File: config.mk
export PLATFORM = sky130hd
export DESIGN_NAME = aes_enc_seq
export DESIGN_NICKNAME = d
export VERILOG_FILES = /design/src/rtl/aes_pkg.sv /design/src/rtl/aes_enc_seq.sv
export SDC_FILE = /design/constraint.sdc
export NUM_CORES = 1
export LEC_CHECK = 0
export CAP_MARGIN = 20
export CORE_AREA = 4 4 303 305
export CTS_BUF_LIST = sky130_fd_sc_hd__clkbuf_16
export DETAILED_ROUTE_END_ITERATION = 10
export DIE_AREA = 0 0 307 309
export DONT_BUFFER_PORTS = 1
export SYNTH_ARGS = -nofsm -noshare
export SYNTH_HDL_FRONTEND = slang
export SYNTH_SLANG_ARGS = --single-unit
File: constraint.sdc
create_clock -name clk -period 4.3 [get_ports clk]
set_input_delay 0.86 -clock clk [delete_from_list [all_inputs] [get_ports clk]]
set_output_delay 0.86 -clock clk [all_outputs]
set_load 0.01 [all_outputs]
File: src/rtl/aes_pkg.sv
// Shared AES definitions used by the encryption sequencer: the FSM state
// encoding, the round counts for each key size and the block width.
package aes_pkg;

   localparam int AES_BLK_W = 128;

   localparam int NR_AES128 = 10;
   localparam int NR_AES192 = 12;
   localparam int NR_AES256 = 14;

   typedef enum logic [2:0] {
      IDLE    = 3'd0,
      WHITEN  = 3'd1,
      PRESENT = 3'd2,
      CAPTURE = 3'd3,
      DONE    = 3'd4
   } seq_state_t;

endpackage

File: src/rtl/aes_enc_seq.sv
// Iterative AES encryption sequencer.
// Accepts a plaintext block, whitens it with round key 0, then alternates
// PRESENT (datapath registers SubBytes, key RAM fetches key r) and CAPTURE
// (datapath result loaded into the state register) for NR rounds. The
// ciphertext is then held in DONE until the consumer takes it.
// Optional build macro AES_ENC_SEQ_BACK2BACK_EN: lets a new block be accepted
// in the same cycle as the ciphertext handshake, saving the IDLE cycle.
module aes_enc_seq
   import aes_pkg::*;
#(
   parameter int NR    = NR_AES128,
   parameter int RKA_W = 4
) (
   input  logic                 clk,
   input  logic                 rst,
   input  logic                 in_valid,
   output logic                 in_ready,
   input  logic [AES_BLK_W-1:0] in_data,
   output logic                 out_valid,
   input  logic                 out_ready,
   output logic [AES_BLK_W-1:0] out_data,
   output logic [RKA_W-1:0]     rk_addr,
   input  logic [AES_BLK_W-1:0] rk_data,
   output logic [AES_BLK_W-1:0] dp_din,
   output logic [AES_BLK_W-1:0] dp_rkey,
   output logic                 dp_last,
   input  logic [AES_BLK_W-1:0] dp_dout,
   output logic                 busy
);

   // Round counter runs 1..NR; it doubles as the key RAM address in rounds.
   localparam logic [RKA_W-1:0] R_FIRST = RKA_W'(1);
   localparam logic [RKA_W-1:0] R_LAST  = RKA_W'(NR);

   seq_state_t           state_reg, state_next;
   logic [AES_BLK_W-1:0] st_reg, st_next;
   logic [RKA_W-1:0]     r_reg, r_next;
   logic                 in_round;

   // State, cipher state and round counter registers; reset abandons any block.
   always_ff @(posedge clk) begin
      if (rst) begin
         state_reg <= IDLE;
         st_reg    <= '0;
         r_reg     <= '0;
      end else begin
         state_reg <= state_next;
         st_reg    <= st_next;
         r_reg     <= r_next;
      end
   end

   // Next-state logic and handshake outputs.
   always_comb begin
      state_next = state_reg;
      st_next    = st_reg;
      r_next     = r_reg;
      in_ready   = 1'b0;
      out_valid  = 1'b0;
      case (state_reg)
         IDLE: begin
            in_ready = 1'b1;
            if (in_valid) begin
               st_next    = in_data;
               state_next = WHITEN;
            end
         end
         WHITEN: begin
            // rk_data holds key 0, fetched while the block was being accepted.
            st_next    = st_reg ^ rk_data;
            r_next     = R_FIRST;
            state_next = PRESENT;
         end
         PRESENT: begin
            state_next = CAPTURE;
         end
         CAPTURE: begin
            st_next = dp_dout;
            if (r_reg == R_LAST) begin
               state_next = DONE;
            end else begin
               r_next     = r_reg + R_FIRST;
               state_next = PRESENT;
            end
         end
         DONE: begin
            out_valid = 1'b1;
`ifdef AES_ENC_SEQ_BACK2BACK_EN
            in_ready = out_ready;
            if (out_ready) begin
               if (in_valid) begin
                  st_next    = in_data;
                  state_next = WHITEN;
               end else begin
                  state_next = IDLE;
               end
            end
`else
            if (out_ready) begin
               state_next = IDLE;
            end
`endif
         end
         default: begin
            state_next = IDLE;
         end
      endcase
      // Never advertise readiness while reset is being applied.
      if (rst) begin
         in_ready = 1'b0;
      end
   end

   // Key address is the round number during rounds and key 0 otherwise, so
   // key 0 is always ready for the whitening step after an accept.
   assign in_round = (state_reg == PRESENT) || (state_reg == CAPTURE);
   assign rk_addr  = in_round ? r_reg : '0;
   assign dp_last  = in_round && (r_reg == R_LAST);

   assign dp_din   = st_reg;
   assign dp_rkey  = rk_data;
   assign out_data = st_reg;
   assign busy     = (state_reg != IDLE);

endmodule

# Word-level counts from Yosys, hierarchy flattened

Index checks and enable logic that the tools add are counted.
W data, S select, Z words.

Bits in registers: 135
Bits of input ports: 388
Output and inout port bits: 392

Add/sub/neg operators: 1
Equality and inequality tests: 8
Mux-type cells: 12
Bitwise operators: 1
Reduce and logical (&&, ||, !) cells: 9

Operator list:

| operator              | count |
|---|---|
| $pmux W128 S3         | 1 |
| $mux W128             | 1 |
| $xor A128 B128 Y128   | 1 |
| $pmux W3 S5           | 1 |
| $mux W3               | 3 |
| $mux W4               | 2 |
| $pmux W4 S2           | 1 |
| $eq A3 B2 Y1 const B  | 2 |
| $ne A2 B2 Y1 const B  | 3 |
| $reduce_and A2 Y1     | 3 |
| $reduce_bool A3 Y1    | 2 |
| $add A4 B1 Y4 const B | 1 |
| $eq A4 B4 Y1 const B  | 1 |
| $eq A3 B1 Y1 const B  | 1 |
| $eq A3 B3 Y1 const B  | 1 |
| $logic_not A3 Y1      | 1 |
| $mux W1               | 3 |
| $reduce_bool A2 Y1    | 1 |
| $logic_and A1 B1 Y1   | 1 |
| $logic_or A1 B1 Y1    | 1 |

# Logic depth before layout (Yosys ltp)

Depth after elaboration: 3
Mapped depth: 7
Gate-level depth less buffers: 5

# Worst setup path before layout

OpenSTA, ideal clock, no wires.

Kind: input port to output port
Start: input rst
End: output in_ready
Data arrival time: 1.187 ns
Data required time: 3.440 ns
Path slack: 2.253 ns
Stages: 2
Path through: buf_2 -> nor2_1

Longest elaborated chain between the ends: 1

Ends and longest elaborated chain:

| element     | line               | text |
|---|---|---|
| from (decl) | aes_enc_seq.sv:15  | `input logic rst,` |
| $mux W1     | aes_enc_seq.sv:109 | `if (rst) begin` |
| to (decl)   | aes_enc_seq.sv:17  | `output logic in_ready,` |

Every way passes these cells.

# Worst setup path after layout

Start: register state_reg[1]
End: output rk_addr[1]

Longest elaborated chain between the ends: 3
Elaborated cells between the ends (all ways): 4
Classes of those cells: 2 x eq/ne; 1 x mux; 1 x reduce/logical

Ends and longest elaborated chain:

| element                | line               | text |
|---|---|---|
| from (decl)            | aes_enc_seq.sv:35  | `seq_state_t state_reg, state_next;` |
| from (signal assigned) | aes_enc_seq.sv:47  | `state_reg <= state_next;` |
| $eq A3 B2 Y1           | aes_enc_seq.sv:116 | `assign in_round = (state_reg == PRESENT) \|\| (state_reg == CAPTURE);` |
| $logic_or A1 B1 Y1 *   | aes_enc_seq.sv:116 |  |
| $mux W4 *              | aes_enc_seq.sv:117 | `assign rk_addr = in_round ? r_reg : '0;` |
| to (decl)              | aes_enc_seq.sv:22  | `output logic [RKA_W-1:0] rk_addr,` |

Mark *: on every way between the ends. The rest lies on a longest branch, timed or not.

==> run metrics <==
outcome finished clean; area grow syn2layout -3.02%; Power Density around 380 mW/mm2; Initial DRC Count roughly 750; # clock sinks 135; CP startpoint state_reg[1]$_SDFFE_PP0P_; Crit Path Max Fanout between 60 and 70; htree depth 4; Port Buffers 0; CP cell instances and2b_1, and2_1; endpoint class of the critical path primary output; hold buffers post-CTS 0; total negative slack 0 ns; Reg2Reg Launch Point state_reg[1]$_SDFFE_PP0P_; synth unique cells 36; Placed Cells 2,153; critical path launch point type register; Worst Tran Pin Value ~0.83 ns; Slew Limit Fails 0; Residual DRC 0; final worst path period share a little under two thirds; antenna violations before repair 9; pin count of the biggest net entering global routing 116; initial core utilization approximately 13%; die area between 0.09 and 0.1 mm2; kind of critical path reg -> out; syn nets 1,710; Nets 1,386; DR WL/cell between 20 and 25 um; Synthesis Warnings 0; skew final roughly 0.011 ns; sequential area share after synthesis about a quarter; Root Driver clkbuf_16; maximum clock rate 0.366 GHz; Crit path largest cell delay approximately 0.84 ns; Synth top cells by count nor2_1, buf_4, dfxtp_1; P_leak approximately 3.4 nW; worst endpoint required time 3.44 ns; RD Place Congestion between 0.9 and 1; Cell Area, Synth about 0.012 mm2; unrepaired setup endpoints after global routing no; Setup crit end rk_addr[1]; reg-to-reg endpoint dp_din[119]$_SDFFE_PP0P_; VDD IR-drop max just over 0.3 mV; Max Cap Viol 0; core outline area between 0.08 and 0.09 mm2; Skew-Pair Late Insertion Delay between 0.4 and 0.5 ns; slowest CP cell dfxtp_4; share of layout cells above drive strength 1 around 28%; total grt overflow 0; CP bufs+invs 0; first-pass GRT wire length approximately 62,000 um; setup bufs post-CTS 0; vias 9,031; Yosys top cell area share around a quarter; Tmin final around 2.7 ns; setup violators final 0; via/cell ratio approximately 4.1; ys flop type dfxtp_1; Reg clk slew, reported paths around 0.06 ns; Async SR Flop Fraction 0%; worst rel slew slack ~45%; post-synth top area cell dfxtp_1; count leader, synth nor2_1; clock buffer depth 2; Die Ht 309 um; Post-synth EDFFs 0; CTS Buf Count 17; Critical Path Stages 2; Rows between 100 and 150; Worst R2R Setup Slack ~2.0 ns; Final Hold Vio Count 0; Cells after Synth roughly 1.3k; post_cts resized 0; die width a little over 300 um; Non-Filler Instances 2,189; FF+latch count, synth around 140; R2R cell count 5; CP arrival approximately 1.9 ns; HPWL Detailed 34,600 um; Syn Area/Cell 8.77 um2; total wire length approximately 45,000 um; 1st-pass router iterations 5; max reg flops 128; Total GRT Usage a little under a tenth; vias in the first global route between 8k and 9k; num ports 780; CP delay by family, top flip-flops; top cells by area, synth dfxtp_1, buf_4, o32ai_2, a221oi_2, nor2_1; TritonCTS clock tree yes; Post-DRT Antenna Nets 0; Min-Delay Path Class in -> reg
==> layout make-up <==
class / instances / area, um2
clock inverters: 13 / 119
clock buffers: 17 / 425
flip-flops and latches: 135 / 2710
multi-input cells: 809 / 6150
fillers: 10207 / 78100
diodes: 6 / 15.0
inverters: 3 / 11.3
repair buffers: 30 / 338
well taps: 1176 / 1470
==> worst register-to-register path, cell delays in order (launching register included) <==
cell and delay, ns:
dfxtp_4 0.84, buf_12 0.35, buf_4 0.51, nor2_1 0.09
a221oi_2 0.28, o32ai_2 0.12
==> layout by cell type, fill, tap and decap left out, types with 2 or more instances in the layout <==
| cell type | instances |
|---|---|
| nor2_1 | 388 |
| dfxtp_1 | 134 |
| o21ai_0 | 130 |
| a221oi_2 | 110 |
| o32ai_2 | 110 |
| buf_4 | 21 |
| o32ai_1 | 19 |
| a221oi_1 | 18 |
| clkbuf_16 | 17 |
| buf_12 | 9 |
| diode_2 | 6 |
| inv_1 | 6 |
| and2_1 | 5 |
| nor2b_1 | 3 |
| clkinv_2 | 3 |
| a31oi_1 | 2 |
| nand3b_1 | 2 |
| a21oi_1 | 2 |
| ha_1 | 2 |
| clkinv_1 | 2 |
| clkinv_4 | 2 |
| bufinv_16 | 2 |
==> per-stage QoR <==
stage	hold slack, ns	power [mW]	utilization [%]	worst slack, ns	area, um2
detailed placement	0.535	2.84	11.9	2.03	10700
finish	0.445	4.28	12.6	1.56	11200
floorplan	0.479	2.88	-	2.25	11600
global route	0.379	4.56	12.6	1.44	11200
CTS	0.356	4.41	12.6	1.48	11200
global placement	0.516	2.81	11.9	2.04	10700
==> report_power, final <==
group / switching (mW) / total, mW / internal, mW
Clock: 0.646 / 1.48 / 0.831
Combinational: 0.585 / 0.987 / 0.402
Sequential: 0.421 / 1.82 / 1.40
==> per-layer routing <==
metal  wire [um]  share of wire [%]  vias to the layer above  track usage (%)
met4        2790                6.1                        8             6.81
met5          59               0.13                        -                0
met3        6150                 14                      112             5.33
met2       20100                 44                      659             13.3
met1       16300                 36                     4351             9.57
li1            -                  -                     3901                -
==> kinds of logic (layout without fill, tap and decap cells) <==
| logic type | count (synthesis) | in the layout | synth area share (%) |
|---|---|---|---|
| and+or+nand+nor | 411 | 411 | 13.9 |
| DFF | 135 | 135 | 23.3 |
| other | 0 | 6 | 0 |
| AOI/OAI and AO/OA | 396 | 396 | 38.7 |
| buffers and inverters | 376 | 63 | 23.9 |
| adders and majority gates | 2 | 2 | 0.216 |
==> worst min path at each step <==
stage,startpoint,endpoint,slack (ns),cells past startpoint
after floorplan,state_reg[2]$_SDFFE_PP0P_,state_reg[0]$_SDFFE_PP0P_,0.48,1
after global placement,r_reg[3]$_SDFFE_PP0P_,r_reg[3]$_SDFFE_PP0P_,0.52,2
after detailed placement,r_reg[2]$_SDFFE_PP0P_,r_reg[2]$_SDFFE_PP0P_,0.53,2
after CTS,rst,r_reg[3]$_SDFFE_PP0P_,0.36,1
after global routing,rst,r_reg[2]$_SDFFE_PP0P_,0.38,1
final,rst,r_reg[3]$_SDFFE_PP0P_,0.45,1
No activity file was read; power rests on OpenSTA's default activity.
